### src/rtl/m_cmp_pkg.sv
// m_cmp_pkg: shared types and helpers for the m_cmp_stream comparator.
// Frame FSM states, the per-lane flag triple and a width-agnostic
// greater-than used by the running-max tracker.
package m_cmp_pkg;

  typedef enum logic {
    ST_IDLE = 1'b0,
    ST_RUN  = 1'b1
  } state_t;

  typedef struct packed {
    logic e;
    logic h;
    logic l;
  } flags_t;

  // Operands are extended to this width before cmp_max; WORD must be smaller.
  localparam int unsigned CMP_MAXW = 64;

  // a > b, two's-complement when s=1, unsigned when s=0.
  function automatic logic cmp_max(input logic [CMP_MAXW-1:0] a,
                                   input logic [CMP_MAXW-1:0] b,
                                   input logic                s);
    if (s) return $signed(a) > $signed(b);
    return a > b;
  endfunction

endpackage

### src/rtl/m_cmp_lane.sv
// m_cmp_lane: combinational compare of one operand pair into {e,h,l}.
// Signed interpretation exists only when M_CMP_SIGNED_EN is defined;
// otherwise i_sgn is ignored and the compare is unsigned.
module m_cmp_lane #(
  parameter int WORD = 8
) (
  input  logic [WORD-1:0] i_a,
  input  logic [WORD-1:0] i_b,
  input  logic            i_sgn,
  output logic            o_e,
  output logic            o_h,
  output logic            o_l
);

  logic w_gt;

`ifdef M_CMP_SIGNED_EN
  assign w_gt = i_sgn ? ($signed(i_a) > $signed(i_b)) : (i_a > i_b);
`else
  logic w_unused_sgn;
  assign w_unused_sgn = i_sgn;
  assign w_gt         = i_a > i_b;
`endif

  // Exactly one of the three flags is set for any operand pair.
  assign o_e = (i_a == i_b);
  assign o_h = w_gt;
  assign o_l = !w_gt && !o_e;

endmodule

### src/rtl/m_cmp_stream.sv
// m_cmp_stream: streaming CH-lane comparator with per-frame running max of A.
// Optional feature macro: M_CMP_SIGNED_EN (per-beat signed compare and
// frame-mode signed max tracking); when undefined everything is unsigned.
//
// Handshake: a beat transfers on a cycle where in_valid && in_ready;
// in_ready = !out_valid || out_ready, so the single output register is
// refilled in the same cycle it drains and holds its flags while stalled.
// out_valid/out_ready follow the same rule downstream. sum_valid is a bare
// one-cycle pulse with no ready.
module m_cmp_stream
  import m_cmp_pkg::*;
#(
  parameter int WORD = 8,
  parameter int CH   = 4,
  parameter int CNTW = 8,
  parameter int CHW  = (CH > 1) ? $clog2(CH) : 1
) (
  input  logic                clk,
  input  logic                reset,
  input  logic                in_valid,
  output logic                in_ready,
  input  logic [CH*WORD-1:0]  A,
  input  logic [CH*WORD-1:0]  B,
  input  logic                sgn,
  input  logic                in_last,
  output logic                out_valid,
  input  logic                out_ready,
  output logic [CH-1:0]       E,
  output logic [CH-1:0]       H,
  output logic [CH-1:0]       L,
  output logic                out_last,
  output logic                sum_valid,
  output logic [WORD-1:0]     max_val,
  output logic [CHW-1:0]      max_ch,
  output logic [CNTW-1:0]     max_beat,
  output logic                beat_sat,
  output logic                o_dbg_state
);

  // Sign- or zero-extend one word for cmp_max.
  function automatic logic [CMP_MAXW-1:0] ext(input logic [WORD-1:0] v, input logic s);
    return {{(CMP_MAXW-WORD){s & v[WORD-1]}}, v};
  endfunction

  function automatic logic gt_word(input logic [WORD-1:0] a, input logic [WORD-1:0] b,
                                   input logic s);
    return cmp_max(ext(a, s), ext(b, s), s);
  endfunction

  state_t                r_state, w_state_nxt;
  logic                  r_out_valid, r_out_last, r_sum_valid, r_beat_sat;
  flags_t [CH-1:0]       r_flags, w_flags_nxt;
  logic [CH-1:0]         w_e, w_h, w_l;
  logic [WORD-1:0]       r_max_val, r_sh_val, w_nx_val, w_cand_val;
  logic [CHW-1:0]        r_max_ch, r_sh_ch, w_nx_ch, w_cand_ch;
  logic [CNTW-1:0]       r_max_beat, r_sh_beat, w_nx_beat, r_cnt, w_nx_cnt;
  logic                  r_sh_sat, w_nx_sat;
  logic                  w_accept, w_mode;

  assign in_ready = !r_out_valid || out_ready;
  assign w_accept = in_valid && in_ready;

  for (genvar gi = 0; gi < CH; gi++) begin : g_lane
    m_cmp_lane #(.WORD(WORD)) u_lane (
      .i_a   (A[gi*WORD +: WORD]),
      .i_b   (B[gi*WORD +: WORD]),
      .i_sgn (sgn),
      .o_e   (w_e[gi]),
      .o_h   (w_h[gi]),
      .o_l   (w_l[gi])
    );
  end

`ifdef M_CMP_SIGNED_EN
  logic r_frame_sgn;

  // Latch the frame's compare mode from its first beat.
  always_ff @(posedge clk or negedge reset) begin
    if (!reset) r_frame_sgn <= 1'b0;
    else if (w_accept && r_state == ST_IDLE) r_frame_sgn <= sgn;
  end

  // The first beat uses its own sgn; later beats use the latched mode.
  assign w_mode = (r_state == ST_IDLE) ? sgn : r_frame_sgn;
`else
  assign w_mode = 1'b0;
`endif

  // Pack the lane flags and pick this beat's max-A lane (lowest lane on ties).
  always_comb begin
    w_flags_nxt = '0;
    w_cand_val  = A[WORD-1:0];
    w_cand_ch   = '0;
    for (int i = 0; i < CH; i++) begin
      w_flags_nxt[i] = '{e: w_e[i], h: w_h[i], l: w_l[i]};
    end
    for (int i = 1; i < CH; i++) begin
      if (gt_word(A[i*WORD +: WORD], w_cand_val, w_mode)) begin
        w_cand_val = A[i*WORD +: WORD];
        w_cand_ch  = CHW'(i);
      end
    end
  end

  // Frame FSM next state and shadow-tracker updates; only accepted beats move it.
  always_comb begin
    w_state_nxt = r_state;
    w_nx_val    = r_sh_val;
    w_nx_ch     = r_sh_ch;
    w_nx_beat   = r_sh_beat;
    w_nx_cnt    = r_cnt;
    w_nx_sat    = r_sh_sat;
    if (w_accept) begin
      w_state_nxt = in_last ? ST_IDLE : ST_RUN;
      case (r_state)
        ST_IDLE: begin
          w_nx_val  = w_cand_val;
          w_nx_ch   = w_cand_ch;
          w_nx_beat = '0;
          w_nx_cnt  = CNTW'(1);
          w_nx_sat  = 1'b0;
        end
        ST_RUN: begin
          // r_cnt is this beat's index, pinned at the saturated value.
          if (&r_cnt) w_nx_sat = 1'b1;
          else        w_nx_cnt = r_cnt + CNTW'(1);
          if (gt_word(w_cand_val, r_sh_val, w_mode)) begin
            w_nx_val  = w_cand_val;
            w_nx_ch   = w_cand_ch;
            w_nx_beat = r_cnt;
          end
        end
        default: ;
      endcase
    end
  end

  // State and shadow tracking registers.
  always_ff @(posedge clk or negedge reset) begin
    if (!reset) begin
      r_state   <= ST_IDLE;
      r_sh_val  <= '0;
      r_sh_ch   <= '0;
      r_sh_beat <= '0;
      r_cnt     <= '0;
      r_sh_sat  <= 1'b0;
    end else begin
      r_state   <= w_state_nxt;
      r_sh_val  <= w_nx_val;
      r_sh_ch   <= w_nx_ch;
      r_sh_beat <= w_nx_beat;
      r_cnt     <= w_nx_cnt;
      r_sh_sat  <= w_nx_sat;
    end
  end

  // Flag output register with valid/ready hold.
  always_ff @(posedge clk or negedge reset) begin
    if (!reset) begin
      r_out_valid <= 1'b0;
      r_out_last  <= 1'b0;
      r_flags     <= '0;
    end else if (w_accept) begin
      r_out_valid <= 1'b1;
      r_out_last  <= in_last;
      r_flags     <= w_flags_nxt;
    end else if (out_ready) begin
      r_out_valid <= 1'b0;
    end
  end

  // Publish the frame summary on the edge that takes the last beat.
  always_ff @(posedge clk or negedge reset) begin
    if (!reset) begin
      r_sum_valid <= 1'b0;
      r_max_val   <= '0;
      r_max_ch    <= '0;
      r_max_beat  <= '0;
      r_beat_sat  <= 1'b0;
    end else if (w_accept && in_last) begin
      r_sum_valid <= 1'b1;
      r_max_val   <= w_nx_val;
      r_max_ch    <= w_nx_ch;
      r_max_beat  <= w_nx_beat;
      r_beat_sat  <= w_nx_sat;
    end else begin
      r_sum_valid <= 1'b0;
    end
  end

  // Unpack the registered flag structs onto the E/H/L buses.
  always_comb begin
    E = '0;
    H = '0;
    L = '0;
    for (int i = 0; i < CH; i++) begin
      E[i] = r_flags[i].e;
      H[i] = r_flags[i].h;
      L[i] = r_flags[i].l;
    end
  end

  assign out_valid   = r_out_valid;
  assign out_last    = r_out_last;
  assign sum_valid   = r_sum_valid;
  assign max_val     = r_max_val;
  assign max_ch      = r_max_ch;
  assign max_beat    = r_max_beat;
  assign beat_sat    = r_beat_sat;
  assign o_dbg_state = r_state;

endmodule

### config.mk
export PLATFORM = sky130hd
export DESIGN_NAME = m_cmp_stream
export DESIGN_NICKNAME = d
export VERILOG_FILES = /design/src/rtl/m_cmp_pkg.sv /design/src/rtl/m_cmp_lane.sv /design/src/rtl/m_cmp_stream.sv
export SDC_FILE = /design/constraint.sdc
export NUM_CORES = 1
export LEC_CHECK = 0
export CORE_MARGIN = 2
export CORE_UTILIZATION = 47
export DETAILED_ROUTE_END_ITERATION = 6
export PLACE_DENSITY = 0.89
export SETUP_SLACK_MARGIN = 0.02
export SLEW_MARGIN = 10
export SYNTH_ARGS = -nofsm -noshare
export SYNTH_HDL_FRONTEND = slang
export SYNTH_SLANG_ARGS = --single-unit
export TNS_END_PERCENT = 10
### constraint.sdc
create_clock -name clk -period 2.8 [get_ports clk]
set_input_delay 0.56 -clock clk [delete_from_list [all_inputs] [get_ports clk]]
set_output_delay 0.56 -clock clk [all_outputs]
set_load 0.1 [all_outputs]
==> key figures <==
Die
  – # rows: 36
  – Core region area: 9774 µm²
  – DIE AREA: 10870 µm²
  – Die Ht: 104.3 µm
  – Die X: 104.3 µm
  – I/O pins: 106
  – Initial core utilization: 48.35%

Flow run
  – Max Cap Viol: 0

Drt
  – Vias after detailed routing: 5345
  – Routed WL per cell: 20.57 µm
  – Post-route DRC: 4
  – Antenna viol nets, final: 0
  – First-pass iteration count of the detailed router: 7
  – Vias per cell: 6.081
  – Routed WL: 18.08 mm
  – Iter 0 DRT Violations: 409

Final layout
  – Antenna Diode Count: 0
  – NumNets Final: 874
  – Layout fillers: 600
  – Area grow syn2layout: 55.28%
  – Share of cells above drive strength 1: 37.40%

Status
  – Failing checks: DRC, setup timing
  – Status: complete, but fails checks

Yosys
  – Async S/R FF share, synth: 100.0%
  – Cell Area, Synth: 4726 µm²
  – Synth area leaders: dfrtp_1 (33%), ha_1 (17%), o21ai_0 (4.7%), inv_1 (4.5%), nand2_1 (4.5%)
  – Most instantiated cells after synthesis: ha_1 (63), dfrtp_1 (62), inv_1 (57), nand2_1 (57), o21ai_0 (44)
  – Synth Register Bits: 62
  – Library cells used by synthesis: 49
  – Synth top area share: 32.83%
  – Register area share after synthesis: 32.83%
  – Mapped Cells: 524
  – Primary FF master, synth: dfrtp_1
  – Syn_nets: 657
  – Most numerous cell in the Yosys netlist: ha_1
  – Post-synth EDFFs: 0
  – Largest area contributor in the netlist: dfrtp_1
  – Mean Syn Cell Area: 9.019 µm²
  – Synth warn: 0

Setup path
  – Worst Path Required: 3020 ps
  – Setup CP Type: in -> reg
  – Max incr delay on CP: 360 ps
  – CP Launch Type: input port
  – Cell family with most CP delay: compound AO/OA/AOI/OAI gates
  – Crit path capture type: register
  – CP Data Arrival Time: 7130 ps
  – Worst Path Buf+Inv: 3
  – Crit path max fanout: 9
  – CP max stage cell: mux2_4

STA
  – Rel. slew slack: 53.09%
  – Fmax: 144.8 MHz
  – Setup total negative slack: -141720 ps
  – RSZ-0062 raised after global routing: yes
  – Number of slew-limit violations in the final report: 0
  – Worst-Margin Slew: 703.6 ps
  – Finish-stage setup viols: 36
  – Slack of the critical path: -4108 ps
  – Final hold vios: 0
  – Post-Route Skew: 16.71 ps
  – Fin crit period: 6908 ps
  – Period utilization: 246.7%

Place
  – IO buf count: 104
  – Placer Congestion: 0.9297
  – Dpl hpwl: 11.77 mm
  – Post-Place Worst Slack: -4823 ps

GRT
  – Largest net degree at the start of global routing: 34
  – Initial antenna violation count: 0
  – Global route total overflow: 0
  – Gr usage total: 31.74%
  – Vias in the first global route: 5565
  – First-pass GRT wire length: 27.28 mm

Pwr
  – Leak: 0.003530 µW
  – Pwr/cell area: 822.0 nW/µm²
  – VDD IR max: 0.4887 mV

CTS
  – Max Root-Sink Buffers: 2
  – H-tree Lvls: 3
  – Clock Latency Late Sink: 350 ps
  – CTS tree: yes
  – Clock root cell: clkbuf_8
  – TritonCTS buffer count: 9
  – Num Clock Sinks: 62
  – CTS clk-pin slew, worst paths: 80 ps
  – CTS Hold Bufs: 0

Worst hold path
  – Worst hold path class: in -> async
-- cell usage in the layout, fill, tap and decap left out, types with 11 or more instances in the layout --
master,instances
nand2_1,50
inv_1,45
ha_4,14
ha_1,48
clkdlybuf4s50_1,50
o21ai_0,35
nand4_1,14
a21oi_1,13
buf_4,146
dfrtp_1,62
o21a_1,17
a22o_1,16
a21o_1,12
a21oi_2,11
nor2_1,22
-- worst register-to-register path: cells and delay by family, from the launching register on --
kind / cells / cell delay (ps)
AND/OR/NAND/NOR: 1 / 190
multiplexers: 1 / 270
flip-flops: 1 / 370
AO/OA/AOI/OAI: 7 / 1230
adder cells (fa/ha/maj): 1 / 290
buffers and inverters: 1 / 130
-- sequential cells by signal, indices dropped and copies added (netlist names) --
| signal | count |
|---|---|
| max_ch | 2 |
| r_cnt | 8 |
| out_last | 1 |
| beat_sat | 1 |
| r_sh_beat | 8 |
| max_beat | 8 |
| E | 4 |
| out_valid | 1 |
| H | 4 |
| sum_valid | 1 |
| r_sh_sat | 1 |
| o_dbg_state | 1 |
| r_sh_val | 8 |
| L | 4 |
| r_sh_ch | 2 |
| max_val | 8 |
-- worst paths after layout --
kind,startpoint,endpoint,slack [ps],depth (start not counted)
min,reset,max_beat[5]$_DFFE_PN0P_,240,1
min in group clk,max_val[1]$_DFFE_PN0P_,max_val[1]$_DFFE_PN0P_,480,2
max reg2reg,r_sh_val[5]$_DFF_PN0_,max_beat[6]$_DFFE_PN0P_,210,11
max,A[9],max_beat[6]$_DFFE_PN0P_,-4110,36
min reg2reg,max_val[1]$_DFFE_PN0P_,max_val[1]$_DFFE_PN0P_,480,2
max in group asynchronous,reset,max_val[3]$_DFFE_PN0P_,1930,2
-- logic make-up after synthesis --
family | Yosys count | synth area share, %
compound gates | 160 | 24.68
simple gates | 140 | 14.17
buf+inv | 74 | 6.195
fa+ha+maj | 63 | 16.68
flops | 62 | 32.83
mux | 20 | 4.528
xor+xnor | 5 | 0.9268
-- power breakdown --
part / switching, µW / internal (µW) / total, µW
Clock: 387 / 439 / 827
Sequential: 210 / 1160 / 1370
Combinational: 2400 / 1440 / 3840
Total: 3000 / 3040 / 6030
-- layer usage --
metal | GRT usage, % | up-vias | share of wire (%)
met5 | 0 | - | 0
met1 | 34.17 | 2504 | 35
met2 | 55.98 | 396 | 49
li1 | - | 2312 | -
met4 | 18.82 | 0 | 7.3
met3 | 7.957 | 133 | 9.0
-- per-stage QoR --
| step | total power, µW | utilization, % | std cells | hold WS (ps) | area [µm²] |
|---|---|---|---|---|---|
| after floorplan | 3676 | - | 524 | 264.4 | 4927 |
| after global placement | 4491 | 68.02 | 840 | 465.5 | 6649 |
| after detailed placement | 4628 | 68.02 | 840 | 472.1 | 6649 |
| after CTS | 5710 | 74.08 | 874 | 266.9 | 7241 |
| after global routing | 6242 | 75.08 | 879 | 300.8 | 7338 |
| final | 6032 | 75.08 | 879 | 244.3 | 7338 |
-- repair_timing --
action | CTS | global route
pin swaps | 36 | 25
cloned | 0 | 0
resized for setup | 94 | 28
buffers inserted | 18 | 5
setup endpoints to repair | 36 | 37
-- final cells by class --
class	instances	area [µm²]	share of cell area, %
clock buffers	10	137.6	1.876
clock inverters	6	71.32	0.9719
inverters	58	230.2	3.137
multi-input cells	388	3307	45.06
flip-flops and latches	62	1551	21.14
well taps	133	166.4	2.268
repair buffers	222	1874	25.54
Power figures use the tool's default switching activity.
